--- src/rtl/nrzi_decode_pkg.sv ---
// Shared definitions for the USB NRZI receive path.
// Contents: FSM state enum, line-level and bit-stuffing constants.
// Build option: NRZI_STUFF_ERR_EN adds the StAbort state used after a stuffing violation.
package nrzi_decode_pkg;

    typedef enum logic [2:0] {
        StIdle,
        StSync,
        StData,
        StEop
`ifdef NRZI_STUFF_ERR_EN
        ,
        StAbort
`endif
    } nrzi_state_e;

    // Idle line level (J).
    localparam logic J_LEVEL = 1'b1;

    // SYNC field length in bit times; the zero counter saturates one below it.
    localparam int unsigned SYNC_LEN = 8;
    localparam logic [2:0] ZERO_SAT = 3'(SYNC_LEN - 1);

    // Longest legal run of decoded 1s; shared with the transmit-side stuffer.
    localparam int unsigned MAX_ONES = 6;

    function automatic logic [2:0] sat_inc(input logic [2:0] value, input logic [2:0] limit);
        return (value >= limit) ? limit : value + 3'd1;
    endfunction

endpackage

--- src/rtl/nrzi_decode_if.sv ---
// Bit-stream bundle between the line receiver, the NRZI decoder and the unstuffer.
// Inputs to the decoder : in_bit, in_valid, in_se0
// Outputs of the decoder: out_bit, out_valid, nrzi_receiving, eop, sync_err, stuff_err
// master = the side driving line samples (front end / bench), slave = the decoder.
interface nrzi_decode_if;

    logic in_bit;
    logic in_valid;
    logic in_se0;
    logic out_bit;
    logic out_valid;
    logic nrzi_receiving;
    logic eop;
    logic sync_err;
    logic stuff_err;

    modport master (
        output in_bit,
        output in_valid,
        output in_se0,
        input  out_bit,
        input  out_valid,
        input  nrzi_receiving,
        input  eop,
        input  sync_err,
        input  stuff_err
    );

    modport slave (
        input  in_bit,
        input  in_valid,
        input  in_se0,
        output out_bit,
        output out_valid,
        output nrzi_receiving,
        output eop,
        output sync_err,
        output stuff_err
    );

endinterface

--- src/rtl/nrzi_decode_fsm.sv ---
// Packet-framing state machine for the NRZI decoder.
// Ports:
//   clock, reset_n : system clock, async active-low reset
//   sample_valid   : strobed non-SE0 line sample this cycle
//   se0_valid      : strobed SE0 sample this cycle
//   dec            : NRZI-decoded value of the current sample
//   sync_ok        : enough SYNC zeros have been seen
//   stuff_hit      : current bit is a bit-stuffing violation (NRZI_STUFF_ERR_EN only)
//   state          : current state
// Build option: NRZI_STUFF_ERR_EN enables the StAbort path.
module nrzi_decode_fsm
    import nrzi_decode_pkg::*;
(
    input  logic        clock,
    input  logic        reset_n,
    input  logic        sample_valid,
    input  logic        se0_valid,
    input  logic        dec,
    input  logic        sync_ok,
`ifdef NRZI_STUFF_ERR_EN
    input  logic        stuff_hit,
`endif
    output nrzi_state_e state
);

    always_ff @(posedge clock or negedge reset_n) begin
        if (!reset_n) begin
            state <= StIdle;
        end else begin
            case (state)
                StIdle: begin
                    if (sample_valid && !dec) begin
                        state <= StSync;
                    end
                end
                StSync: begin
                    if (se0_valid) begin
                        state <= StIdle;
                    end else if (sample_valid && dec) begin
                        state <= sync_ok ? StData : StIdle;
                    end
                end
                StData: begin
                    if (se0_valid) begin
                        state <= StEop;
`ifdef NRZI_STUFF_ERR_EN
                    end else if (sample_valid && stuff_hit) begin
                        state <= StAbort;
`endif
                    end
                end
                StEop: begin
                    // First non-SE0 sample is the return to J.
                    if (sample_valid) begin
                        state <= StIdle;
                    end
                end
`ifdef NRZI_STUFF_ERR_EN
                StAbort: begin
                    if (se0_valid) begin
                        state <= StEop;
                    end
                end
`endif
                default: state <= StIdle;
            endcase
        end
    end

endmodule

--- src/rtl/nrzi_decode.sv ---
// USB NRZI receive decoder: turns strobed line levels into raw bits, strips SYNC,
// emits payload bits until SE0 and flags framing errors. All outputs are registered,
// one cycle after the strobed sample.
// Parameters:
//   SYNC_MIN_ZEROS : decoded 0s required before the SYNC-terminating 1 (1..7)
// Ports:
//   clock   : system clock
//   reset_n : async active-low reset
//   bus     : nrzi_decode_if.slave (line samples in, decoded stream and status out)
// Build option: NRZI_STUFF_ERR_EN enables stuff_err detection and the abort path;
// without it stuff_err is tied low and runs of 1s pass through.
module nrzi_decode
    import nrzi_decode_pkg::*;
#(
    parameter int unsigned SYNC_MIN_ZEROS = 5
) (
    input logic          clock,
    input logic          reset_n,
    nrzi_decode_if.slave bus
);

    nrzi_state_e state;

    logic       sample_valid;
    logic       se0_valid;
    logic       dec;
    logic       sync_ok;
    logic       stuff_hit;
    logic       in_abort;

    logic       prev_level_q;
    logic [2:0] zero_cnt_q;

    logic out_bit_d, out_bit_q;
    logic out_valid_d, out_valid_q;
    logic receiving_d, receiving_q;
    logic eop_d, eop_q;
    logic sync_err_d, sync_err_q;

    // SE0 takes priority: an SE0 sample is never decoded.
    assign sample_valid = bus.in_valid && !bus.in_se0;
    assign se0_valid    = bus.in_valid && bus.in_se0;
    assign dec          = (bus.in_bit == prev_level_q);
    assign sync_ok      = (zero_cnt_q >= 3'(SYNC_MIN_ZEROS));

`ifdef NRZI_STUFF_ERR_EN
    logic [2:0] ones_cnt_q;
    logic       stuff_err_d, stuff_err_q;

    // ones_cnt already holds MAX_ONES, so this 1 would be the seventh in a row.
    assign stuff_hit = dec && (ones_cnt_q == 3'(MAX_ONES));
    assign in_abort  = (state == StAbort);
`else
    assign stuff_hit = 1'b0;
    assign in_abort  = 1'b0;
`endif

    nrzi_decode_fsm u_fsm (
        .clock        (clock),
        .reset_n      (reset_n),
        .sample_valid (sample_valid),
        .se0_valid    (se0_valid),
        .dec          (dec),
        .sync_ok      (sync_ok),
`ifdef NRZI_STUFF_ERR_EN
        .stuff_hit    (stuff_hit),
`endif
        .state        (state)
    );

    always_comb begin
        out_valid_d = sample_valid && (state == StData) && !stuff_hit;
        out_bit_d   = out_valid_d && dec;
        eop_d       = se0_valid && (state == StData);
        sync_err_d  = sample_valid && (state == StSync) && dec && !sync_ok;
        // Mirrors "next state is StData".
        case (state)
            StSync:  receiving_d = sample_valid && dec && sync_ok;
            StData:  receiving_d = !(se0_valid || (sample_valid && stuff_hit));
            default: receiving_d = 1'b0;
        endcase
    end

    always_ff @(posedge clock or negedge reset_n) begin
        if (!reset_n) begin
            prev_level_q <= J_LEVEL;
            zero_cnt_q   <= 3'd0;
            out_bit_q    <= 1'b0;
            out_valid_q  <= 1'b0;
            receiving_q  <= 1'b0;
            eop_q        <= 1'b0;
            sync_err_q   <= 1'b0;
        end else begin
            out_bit_q   <= out_bit_d;
            out_valid_q <= out_valid_d;
            receiving_q <= receiving_d;
            eop_q       <= eop_d;
            sync_err_q  <= sync_err_d;
            if (sample_valid) begin
                // Leaving EOP the line is back at J; that sample is not decoded.
                if (state == StEop) begin
                    prev_level_q <= J_LEVEL;
                end else if (!in_abort) begin
                    prev_level_q <= bus.in_bit;
                end
                if (!dec) begin
                    if (state == StIdle) begin
                        zero_cnt_q <= 3'd1;
                    end else if (state == StSync) begin
                        zero_cnt_q <= sat_inc(zero_cnt_q, ZERO_SAT);
                    end
                end
            end
        end
    end

`ifdef NRZI_STUFF_ERR_EN
    always_ff @(posedge clock or negedge reset_n) begin
        if (!reset_n) begin
            ones_cnt_q  <= 3'd0;
            stuff_err_q <= 1'b0;
        end else begin
            stuff_err_q <= stuff_err_d;
            if (sample_valid) begin
                // The SYNC-terminating 1 starts the run.
                if (state == StSync && dec) begin
                    ones_cnt_q <= 3'd1;
                end else if (state == StData) begin
                    ones_cnt_q <= dec ? ones_cnt_q + 3'd1 : 3'd0;
                end
            end
        end
    end

    assign stuff_err_d   = sample_valid && (state == StData) && stuff_hit;
    assign bus.stuff_err = stuff_err_q;
`else
    assign bus.stuff_err = 1'b0;
`endif

    assign bus.out_bit        = out_bit_q;
    assign bus.out_valid      = out_valid_q;
    assign bus.nrzi_receiving = receiving_q;
    assign bus.eop            = eop_q;
    assign bus.sync_err       = sync_err_q;

endmodule
--- src/flat_wrapper.sv ---
// flat-port wrapper written by rule: the top's interface ports become plain ports
module nrzi_decode_flat import nrzi_decode_pkg::*;
#(
    parameter int unsigned SYNC_MIN_ZEROS = 5
)
  (clock, reset_n, bus_in_bit, bus_in_valid, bus_in_se0, bus_out_bit, bus_out_valid, bus_nrzi_receiving, bus_eop, bus_sync_err, bus_stuff_err);
  nrzi_decode_if bus_i ();
  input logic clock;
  input logic reset_n;
  input wire logic [$bits(bus_i.in_bit)-1:0] bus_in_bit;
  input wire logic [$bits(bus_i.in_valid)-1:0] bus_in_valid;
  input wire logic [$bits(bus_i.in_se0)-1:0] bus_in_se0;
  output wire logic [$bits(bus_i.out_bit)-1:0] bus_out_bit;
  output wire logic [$bits(bus_i.out_valid)-1:0] bus_out_valid;
  output wire logic [$bits(bus_i.nrzi_receiving)-1:0] bus_nrzi_receiving;
  output wire logic [$bits(bus_i.eop)-1:0] bus_eop;
  output wire logic [$bits(bus_i.sync_err)-1:0] bus_sync_err;
  output wire logic [$bits(bus_i.stuff_err)-1:0] bus_stuff_err;
  assign bus_i.in_bit = bus_in_bit;
  assign bus_i.in_valid = bus_in_valid;
  assign bus_i.in_se0 = bus_in_se0;
  assign bus_out_bit = bus_i.out_bit;
  assign bus_out_valid = bus_i.out_valid;
  assign bus_nrzi_receiving = bus_i.nrzi_receiving;
  assign bus_eop = bus_i.eop;
  assign bus_sync_err = bus_i.sync_err;
  assign bus_stuff_err = bus_i.stuff_err;
  nrzi_decode #(.SYNC_MIN_ZEROS(SYNC_MIN_ZEROS)) u_core (.clock(clock), .reset_n(reset_n), .bus(bus_i));
endmodule
--- config.mk ---
export PLATFORM = sky130hd
export DESIGN_NAME = nrzi_decode_flat
export DESIGN_NICKNAME = d
export VERILOG_FILES = /design/src/rtl/nrzi_decode_pkg.sv /design/src/rtl/nrzi_decode_if.sv /design/src/rtl/nrzi_decode_fsm.sv /design/src/rtl/nrzi_decode.sv /design/src/flat_wrapper.sv
export SDC_FILE = /design/constraint.sdc
export NUM_CORES = 1
export LEC_CHECK = 0
export ABC_CLOCK_PERIOD_IN_PS = 2000
export CAP_MARGIN = 25
export CORE_AREA = 5 5 46 48
export CTS_BUF_LIST = sky130_fd_sc_hd__clkbuf_4
export DETAILED_ROUTE_END_ITERATION = 8
export DIE_AREA = 0 0 51 53
export GPL_TIMING_DRIVEN = 0
export HOLD_SLACK_MARGIN = 0.12
export SLEW_MARGIN = 20
export SYNTH_ARGS = -nofsm -noshare
export SYNTH_HDL_FRONTEND = slang
export SYNTH_SLANG_ARGS = --single-unit
--- constraint.sdc ---
create_clock -name clock -period 2 [get_ports clock]
set_input_delay 0.2 -clock clock [delete_from_list [all_inputs] [get_ports clock]]
set_output_delay 0.2 -clock clock [all_outputs]
set_load 0.005 [all_outputs]
; ---- Yosys cells after proc, flatten, opt, wreduce, memory -nomap -nowiden
; Cells that the tools add are included.
[classes]
mux = 12
reduce_logical = 19
magnitude_cmp = 2
add_sub_neg = 1
eq_ne = 8
n_bitwise = 1
[op_table]
columns = operator, n
row1 = $mux 3, 8
row2 = $pmux 3 s4, 1
row3 = $logic_and 1x1->1, 11
row4 = $eq 3x2->1 const B, 2
row5 = $ge 3x3->1 const B, 2
row6 = $logic_not 1->1, 4
row7 = $ne 2x1->1 const B, 2
row8 = $reduce_and 4->1, 1
row9 = $add 3x1->3 const B, 1
row10 = $eq 3x1->1 const B, 1
row11 = $logic_not 3->1, 1
row12 = $ne 3x2->1 const B, 1
row13 = $reduce_and 3->1, 1
row14 = $mux 2, 1
row15 = $ne 2x2->1 const B, 1
row16 = $pmux 1 s2, 1
row17 = $reduce_bool 2->1, 1
row18 = $eq 1x1->1, 1
row19 = $mux 1, 1
row20 = $not 1->1, 1
[totals]
wordCells = 51
in_bits = 5
register_bits = 12
output_inout_bits = 6

; ---- Logic depth before layout (Yosys ltp)
; Gate-level depths: netlist of the first run.
[depth]
word_depth = 6
mapped_depth = 6
depth_no_buf = 6

; ---- Modules after synthesis
; A second synthesis of the first run with hierarchy kept.
[hier_totals]
cells_unflattened = 59
area_unflattened_um2 = 595.6
[by_module_without_submodules]
columns = module, area_per_inst_um2, seq_area_each_um2, instances, cells_each
row1 = nrzi_decode, 478.0, 226.5, 1, 45
row2 = nrzi_decode_fsm, 117.6, 50.0, 1, 14

; ---- Least setup slack after synthesis of the first run
; OpenSTA, ideal clock, no wires.
[synth_path]
kind = flip-flop to flip-flop
from = reg u_core.u_fsm.state[1]
to = reg u_core.zero_cnt_q[0]
required_time_ns = 1.875
path_stages_with_launch = 6
arrival_time_ns = 1.524
setup_time_ns = 0.125
period_less_slack_ns = 1.649
path_buffers = 0
path_slack_ns = 0.351
cell_sequence = dfrtp_1 inv_1 ha_1 inv_1 a211oi_1 mux2_2
[synth_between]
elab_chain_cells = 3
elab_cells_between_ends = 5
classes_between = eq/ne (1) / mux (1) / reduce/logical (3)
[synth_lines]
columns = item, line_no
row1 = from (decl), nrzi_decode_fsm.sv:23  ; output nrzi_state_e state
row2 = from (signal assigned), nrzi_decode_fsm.sv:28  ; state <= StIdle;
row3 = from (signal assigned), nrzi_decode_fsm.sv:33  ; state <= StSync;
row4 = from (signal assigned), nrzi_decode_fsm.sv:38  ; state <= StIdle;
row5 = $eq 3x1->1 / $logic_not 3->1 (equally long branches), "nrzi_decode.sv:109, nrzi_decode.sv:107"
row6 = $reduce_bool 2->1 (no source line), n/a
row7 = $reduce_and 3->1 (no source line), n/a
row8 = to (signal assigned), nrzi_decode.sv:110  ; zero_cnt_q <= sat_inc(zero_cnt_q, ZERO_SAT);
row9 = to (decl), nrzi_decode.sv:32  ; logic [2:0] zero_cnt_q;
; Several ways; a longest one is shown, not always the timed one.
; A chain may end at the register's enable or synchronous reset.

; ---- Worst setup path in the final report of the first run
; Same ends and word-level chain as after synthesis.

==> metrics.txt, run 1 <==
area grow syn2layout 23.1%; initial antenna violation count 0; Net Sw Frac 0.391; Hold Path Class primary input to asynchronous set/reset pin; Die Width 51 µm; CTS clock-pin slew for the worst setup and hold paths 80 ps; WL per Instance 11.9 µm; CP top delay family flip-flops; Post-Synthesis Cells 64; most frequent CP cell inv_1; Reg2Reg Launch Point u_core.u_fsm.state[1]; CTS root buf clkbuf_4; I/O pin total 11; Iter 0 DRT Violations 7; Global Route Usage Sum 0.0959; fraction of layout cells with a size suffix above 1 0.143; cell with the most instances after synthesis dfrtp_1; Post-CTS Setup Inserts 0; Distinct cells, synth 27; synth top area cells dfrtp_1 (39%), ha_1 (14%), dfstp_2 (4.1%), a21oi_1 (3.9%), inv_1 (3.6%); sw power 0.000373 W; H-tree levels 1; Worst-Margin Slew 496 ps; crit path from u_core.u_fsm.state[1]; Internal Power 0.000582 W; PortBufs 9; crit path cell chain inv_1, ha_1, inv_1, a211oi_2, mux2_2; leak pwr 0.369 nW; worst skew pair latency 270 ps; Post-synth ARST share 1.00; CTS max path bufs 2; DR DRC count 0; Initial Util 0.380; crit-path max cell delay 400 ps; run status finished, final reports clean; Top FF cell, synth dfrtp_1; post-synthesis cell area 634 µm²; nets 90; Yosys top cell by area dfrtp_1; vias in the first global route 450; die area 2700 µm²; Max Cap Violations 0; # hold bufs at CTS 0; DR pass1 iterations 4; number of cell rows 15; sequential share of power 0.369; Vias 488; Mean Syn Cell Area 9.91 µm²; power share of the clock group 0.176; syn_nets 76; Fin. Hold Viols 0; top-area cell type share of the netlist area 0.394; TNS Setup 0 ps; worst path bufs/invs 2; Arrival @ worst endpoint 1870 ps; top post-synthesis cells by count dfrtp_1 (10), ha_1 (7), inv_1 (6), a21oi_1 (5), nand2_1 (5); Max VDD drop 0.545 mV; core area 1670 µm²; CTS tree yes; min Tclk post-route 1710 ps; CTS Buf Count 3; Critical Path Slowest Stage Cell dfrtp_1; Worst slew margin 0.667; Max Slew Vio Count 0; fraction of the cycle the final worst path needs 0.853; logic gate share of total power 0.456; sequential cell area fraction in the yosys report 0.436; fmax 0.586 GHz; first-pass GRT wire length 1910 µm; Pwr Density 1220 nW/µm²; clk_skew 7.58 ps; DRT antenna net count 0; Die Span Y 53 µm; Worst Path Class, Setup register to register; hpwl dp 831 µm; CP Max Fanout 6; Synth warnings 0; crit start category register; Post-synth EDFFs 0; fin util 0.467; DRT Wirelength 1120 µm; synthesis-stage register bit count 11; largest net degree at the start of global routing 12; required time worst endpoint 2160 ps; endpoints failing setup 0; global route overflow 0; crit end category register; Clock Sink Count 11; # diodes 0; gp weighted congestion 0.779; Via density 5.19; unrepaired setup endpoints after global routing no
## sequential cells by signal, summed over array words and instances (netlist names)
name / cells
u_core.zero_cnt_q: 3
u_core.u_fsm.state: 2
u_core.bus.eop: 1
u_core.bus.nrzi_receiving: 1
u_core.bus.out_bit: 1
u_core.bus.out_valid: 1
u_core.bus.sync_err: 1
u_core.prev_level_q: 1
## power by group through the flow
stage,combinational (W),clock (W),sequential (W)
global placement,0.000421,0,0.000353
floorplan,0.000322,0,0.000343
global route,0.000500,0.000186,0.000363
detailed placement,0.000421,0,0.000357
finish,0.000435,0.000168,0.000352
CTS,0.000424,0.000173,0.000352
## layout make-up
cell class / count / area, µm²
fillers: 161 / 890
plain buffers: 1 / 7.51
inverters: 6 / 22.5
multi-input cells: 46 / 333
clock buffers: 4 / 30.0
well taps: 17 / 21.3
flip-flops and latches: 11 / 277
repair buffers: 9 / 90.1
## layout by cell type, fill, tap and decap left out, types with 2 or more instances in the layout
cell type        netlist  routed
clkdlybuf4s50_1        0       9
and3_1                 2       2
or3_1                  2       2
nand2b_1               2       2
nor2_1                 3       3
nand2_1                5       5
nand3_1                2       2
inv_1                  6       6
clkbuf_4               0       4
ha_1                   7       7
a31oi_1                2       2
o21ai_0                2       2
a21oi_1                5       5
dfrtp_1               10      10
mux2_2                 2       2
## metrics by stage
stage / worst slack, ps / cell area (µm²) / total power (W) / instances / hold slack, ps
2_1_floorplan: 351 / 634 / 0.000665 / 64 / -95.6
4_1_cts: 151 / 776 / 0.000948 / 94 / 287
3_3_place_gp: 93.8 / 746 / 0.000774 / 90 / 452
3_5_place_dp: 115 / 746 / 0.000777 / 90 / 459
5_1_grt: 181 / 781 / 0.00105 / 94 / 309
6_report: 294 / 781 / 0.000956 / 94 / 260
## final timing paths
path                                        end  slack [ps]  cells past startpoint
max                        u_core.zero_cnt_q[0]         290                      5
min                        u_core.zero_cnt_q[1]         260                      1
max reg2reg                u_core.zero_cnt_q[0]         290                      5
min reg2reg                 u_core.prev_level_q         470                      2
max in group asynchronous   u_core.prev_level_q        1380                      1
min in group clock          u_core.prev_level_q         470                      2
## cell families (layout without fill, tap and decap cells)
group                    Yosys count  after routing  share of synthesized area
other                              1              1                    0.00591
flip-flops                        11             11                      0.436
AND/OR/NAND/NOR                   20             20                      0.164
multiplexers                       3              3                     0.0513
adder cells (fa/ha/maj)            7              7                      0.138
AO/OA/AOI/OAI                     14             14                      0.144
XOR/XNOR                           1              1                     0.0138
buffers and inverters              7             20                     0.0473
## metal layers
metal,share of wire,global-route usage,vias up
met5,0,0,-
met4,0.0062,0.0538,0
met3,0.077,0.0338,2
met2,0.44,0.137,10
met1,0.48,0.124,228
li1,-,-,248
## what timing repair did
item                       CTS  global route
hold endpoints to repair     0             0
setup endpoints to repair    0             1
gates resized for setup      0             1
Note: power is estimated with default switching activity, not from simulation.
==> inputs of run 2 (changes only) <==
--- a/config.mk
+++ b/config.mk
@@ -7,12 +7,13 @@
 export LEC_CHECK = 0
 export ABC_CLOCK_PERIOD_IN_PS = 2000
 export CAP_MARGIN = 25
-export CORE_AREA = 5 5 46 48
+export CORE_AREA = 5 5 44 46
 export CTS_BUF_LIST = sky130_fd_sc_hd__clkbuf_4
 export DETAILED_ROUTE_END_ITERATION = 8
-export DIE_AREA = 0 0 51 53
+export DIE_AREA = 0 0 49 51
 export GPL_TIMING_DRIVEN = 0
-export HOLD_SLACK_MARGIN = 0.12
+export HOLD_SLACK_MARGIN = 0.03
+export PLACE_DENSITY = 0.67
 export SLEW_MARGIN = 20
 export SYNTH_ARGS = -nofsm -noshare
 export SYNTH_HDL_FRONTEND = slang
==> run 2 against run 1 <==
Net effect: sequential cell count stayed put; critical endpoint is now u_core.zero_cnt_q[2]; maximum frequency fell by 1.5%; critical path type unchanged; highest routed layer unchanged; worst setup slack got worse by 27 ps; core utilization grew 6.2 points; largest cell class unchanged; combinational power about the same; critical path depth unchanged; largest power group unchanged.
==> metrics.txt, run 2 (same netlist as run 1, synthesis figures left out) <==
gp weighted congestion 0.754 (-3.3%); Worst Path Class, Setup register to register; vias in the first global route 489 (+8.7%); DR DRC count 0 (unchanged); CTS root buf clkbuf_4; run status finished, final reports clean; Die Span Y 51 µm (-3.8%); Iter 0 DRT Violations 5 (-2); fraction of the cycle the final worst path needs 0.866 (+0.0133); # diodes 0 (unchanged); unrepaired setup endpoints after global routing no; CTS tree yes; Vias 484 (-0.82%); crit start category register; hpwl dp 845 µm (+1.8%); Worst slew margin 0.669 (+0.00183); Fin. Hold Viols 0 (unchanged); fmax 0.577 GHz (-1.5%); first-pass GRT wire length 2040 µm (+6.5%); Global Route Usage Sum 0.110 (+0.0144); area grow syn2layout 22.9%; sequential share of power 0.366 (-0.003); DRT Wirelength 1150 µm (+2.1%); # hold bufs at CTS 0 (unchanged); DR pass1 iterations 4 (unchanged); clk_skew 3.86 ps (-3.72 ps); number of cell rows 14 (-1); WL per Instance 12.3 µm (+3.2%); H-tree levels 1 (unchanged); Internal Power 0.000583 W (about the same); Worst-Margin Slew 494 ps (-2.72 ps); most frequent cells in the layout dfrtp_1 (10), clkdlybuf4s50_1 (9), ha_1 (7); CP Max Fanout 6 (unchanged); initial antenna violation count 0 (unchanged); Via density 5.20 (+0.25%); Max Cap Violations 0 (unchanged); Max Slew Vio Count 0 (unchanged); fraction of layout cells with a size suffix above 1 0.143 (unchanged); CTS clock-pin slew for the worst setup and hold paths 80 ps (about the same); Pwr Density 1230 nW/µm² (+0.62%); Die Width 49 µm (-3.9%); power share of the clock group 0.183 (+0.007); Net Sw Frac 0.393 (+0.00219); sw power 0.000377 W (+1.0%); I/O pin total 11 (unchanged); most frequent CP cell inv_1; TNS Setup 0 ps (unchanged); Worst Reg-to-Reg Cells 5 (unchanged); max reg flops 3 (unchanged); Total Power 0.000960 W (+0.46%); Post-CTS Setup Inserts 0 (unchanged); crit path cell chain inv_1, ha_1, inv_1, a211oi_2, mux2_2; PortBufs 9 (unchanged); worst hold slack 249 ps (-11.0 ps); leak pwr 0.369 nW (unchanged); placed insts 89 (-1.1%); Top Registers u_core.zero_cnt_q: 3 flops, u_core.u_fsm.state: 2 flops; Initial Util 0.431 (+0.0513); required time worst endpoint 2160 ps (about the same); core area 1470 µm² (-12%); Clock Sink Count 11 (unchanged); logic gate share of total power 0.451 (-0.005); setup ws final 267 ps (-26.6 ps); min Tclk post-route 1730 ps (+26.6 ps); Max VDD drop 0.600 mV (+10%); worst skew pair latency 280 ps (about the same); Largest Register u_core.zero_cnt_q; endpoints failing setup 0 (unchanged); largest net degree at the start of global routing 12 (unchanged); CTS Buf Count 3 (unchanged); Arrival @ worst endpoint 1900 ps (+30 ps); Hold Path Class primary input to asynchronous set/reset pin; crit-path max cell delay 400 ps (about the same); final std cells w/o fill 93 (-1.1%); Critical Path Slowest Stage Cell dfrtp_1; most common cell after layout, fill and taps aside dfrtp_1; CTS max path bufs 2 (unchanged); crit end category register; fillers 137 (-15%); global route overflow 0 (unchanged); die area 2500 µm² (-7.5%); DRT antenna net count 0 (unchanged); nets 90 (unchanged); pre-CTS setup slack 99.6 ps (-15.6 ps)
[run 2: power groups by stage]
stage	clock network (W)	registers [W]	logic (W)
6_report	0.000175	0.000351	0.000433
5_1_grt	0.000191	0.000366	0.000500
4_1_cts	0.000179	0.000352	0.000430
3_5_place_dp	0	0.000356	0.000426
3_3_place_gp	0	0.000353	0.000418
2_1_floorplan	0	0.000343	0.000322
[run 2: final cells by class]
type                            instances  area (µm²)  area share
Sequential cell                        11         277       0.355
Buffer                                  1        7.51     0.00963
Tap cell                               16        20.0      0.0257
Clock buffer                            4        30.0      0.0385
Timing Repair Buffer                    9        90.1       0.116
Inverter                                6        22.5      0.0289
Multi-Input combinational cell         46         333       0.427
[run 2: final timing paths]
kind,slack [ps],startpoint,end
max,270,u_core.u_fsm.state[1],u_core.zero_cnt_q[2]
min,250,reset_n,u_core.u_fsm.state[1]
max reg2reg,270,u_core.u_fsm.state[1],u_core.zero_cnt_q[2]
min reg2reg,470,u_core.prev_level_q,u_core.prev_level_q
max in group asynchronous,1400,reset_n,u_core.prev_level_q
min in group clock,470,u_core.prev_level_q,u_core.prev_level_q
[run 2: metal layers]
metal / track usage / vias to the layer above / wire, µm
li1: - / 248 / -
met1: 0.131 / 217 / 562
met2: 0.154 / 14 / 450
met3: 0.0349 / 5 / 88
met4: 0.108 / 0 / 46
met5: 0 / - / 0
[run 2: repair_timing]
| item | CTS | global route |
|---|---|---|
| setup endpoints to repair | 0 | 2 |
| gates resized for setup | 0 | 1 |
| endpoints found under the hold margin | 0 | 0 |
[run 2: metrics by stage]
stage / utilization / area [µm²]
final: 0.530 / 779
after global routing: 0.530 / 779
after CTS: 0.526 / 774
after detailed placement: 0.506 / 744
after global placement: 0.506 / 744
after floorplan: - / 634
[run 2: worst max-delay path: cells and delay by family (launching register included)]
| family | cells | cell delay [ps] |
|---|---|---|
| fa+ha+maj | 1 | 270 |
| flops | 1 | 400 |
| buf+inv | 2 | 220 |
| compound gates | 1 | 350 |
| mux | 1 | 380 |
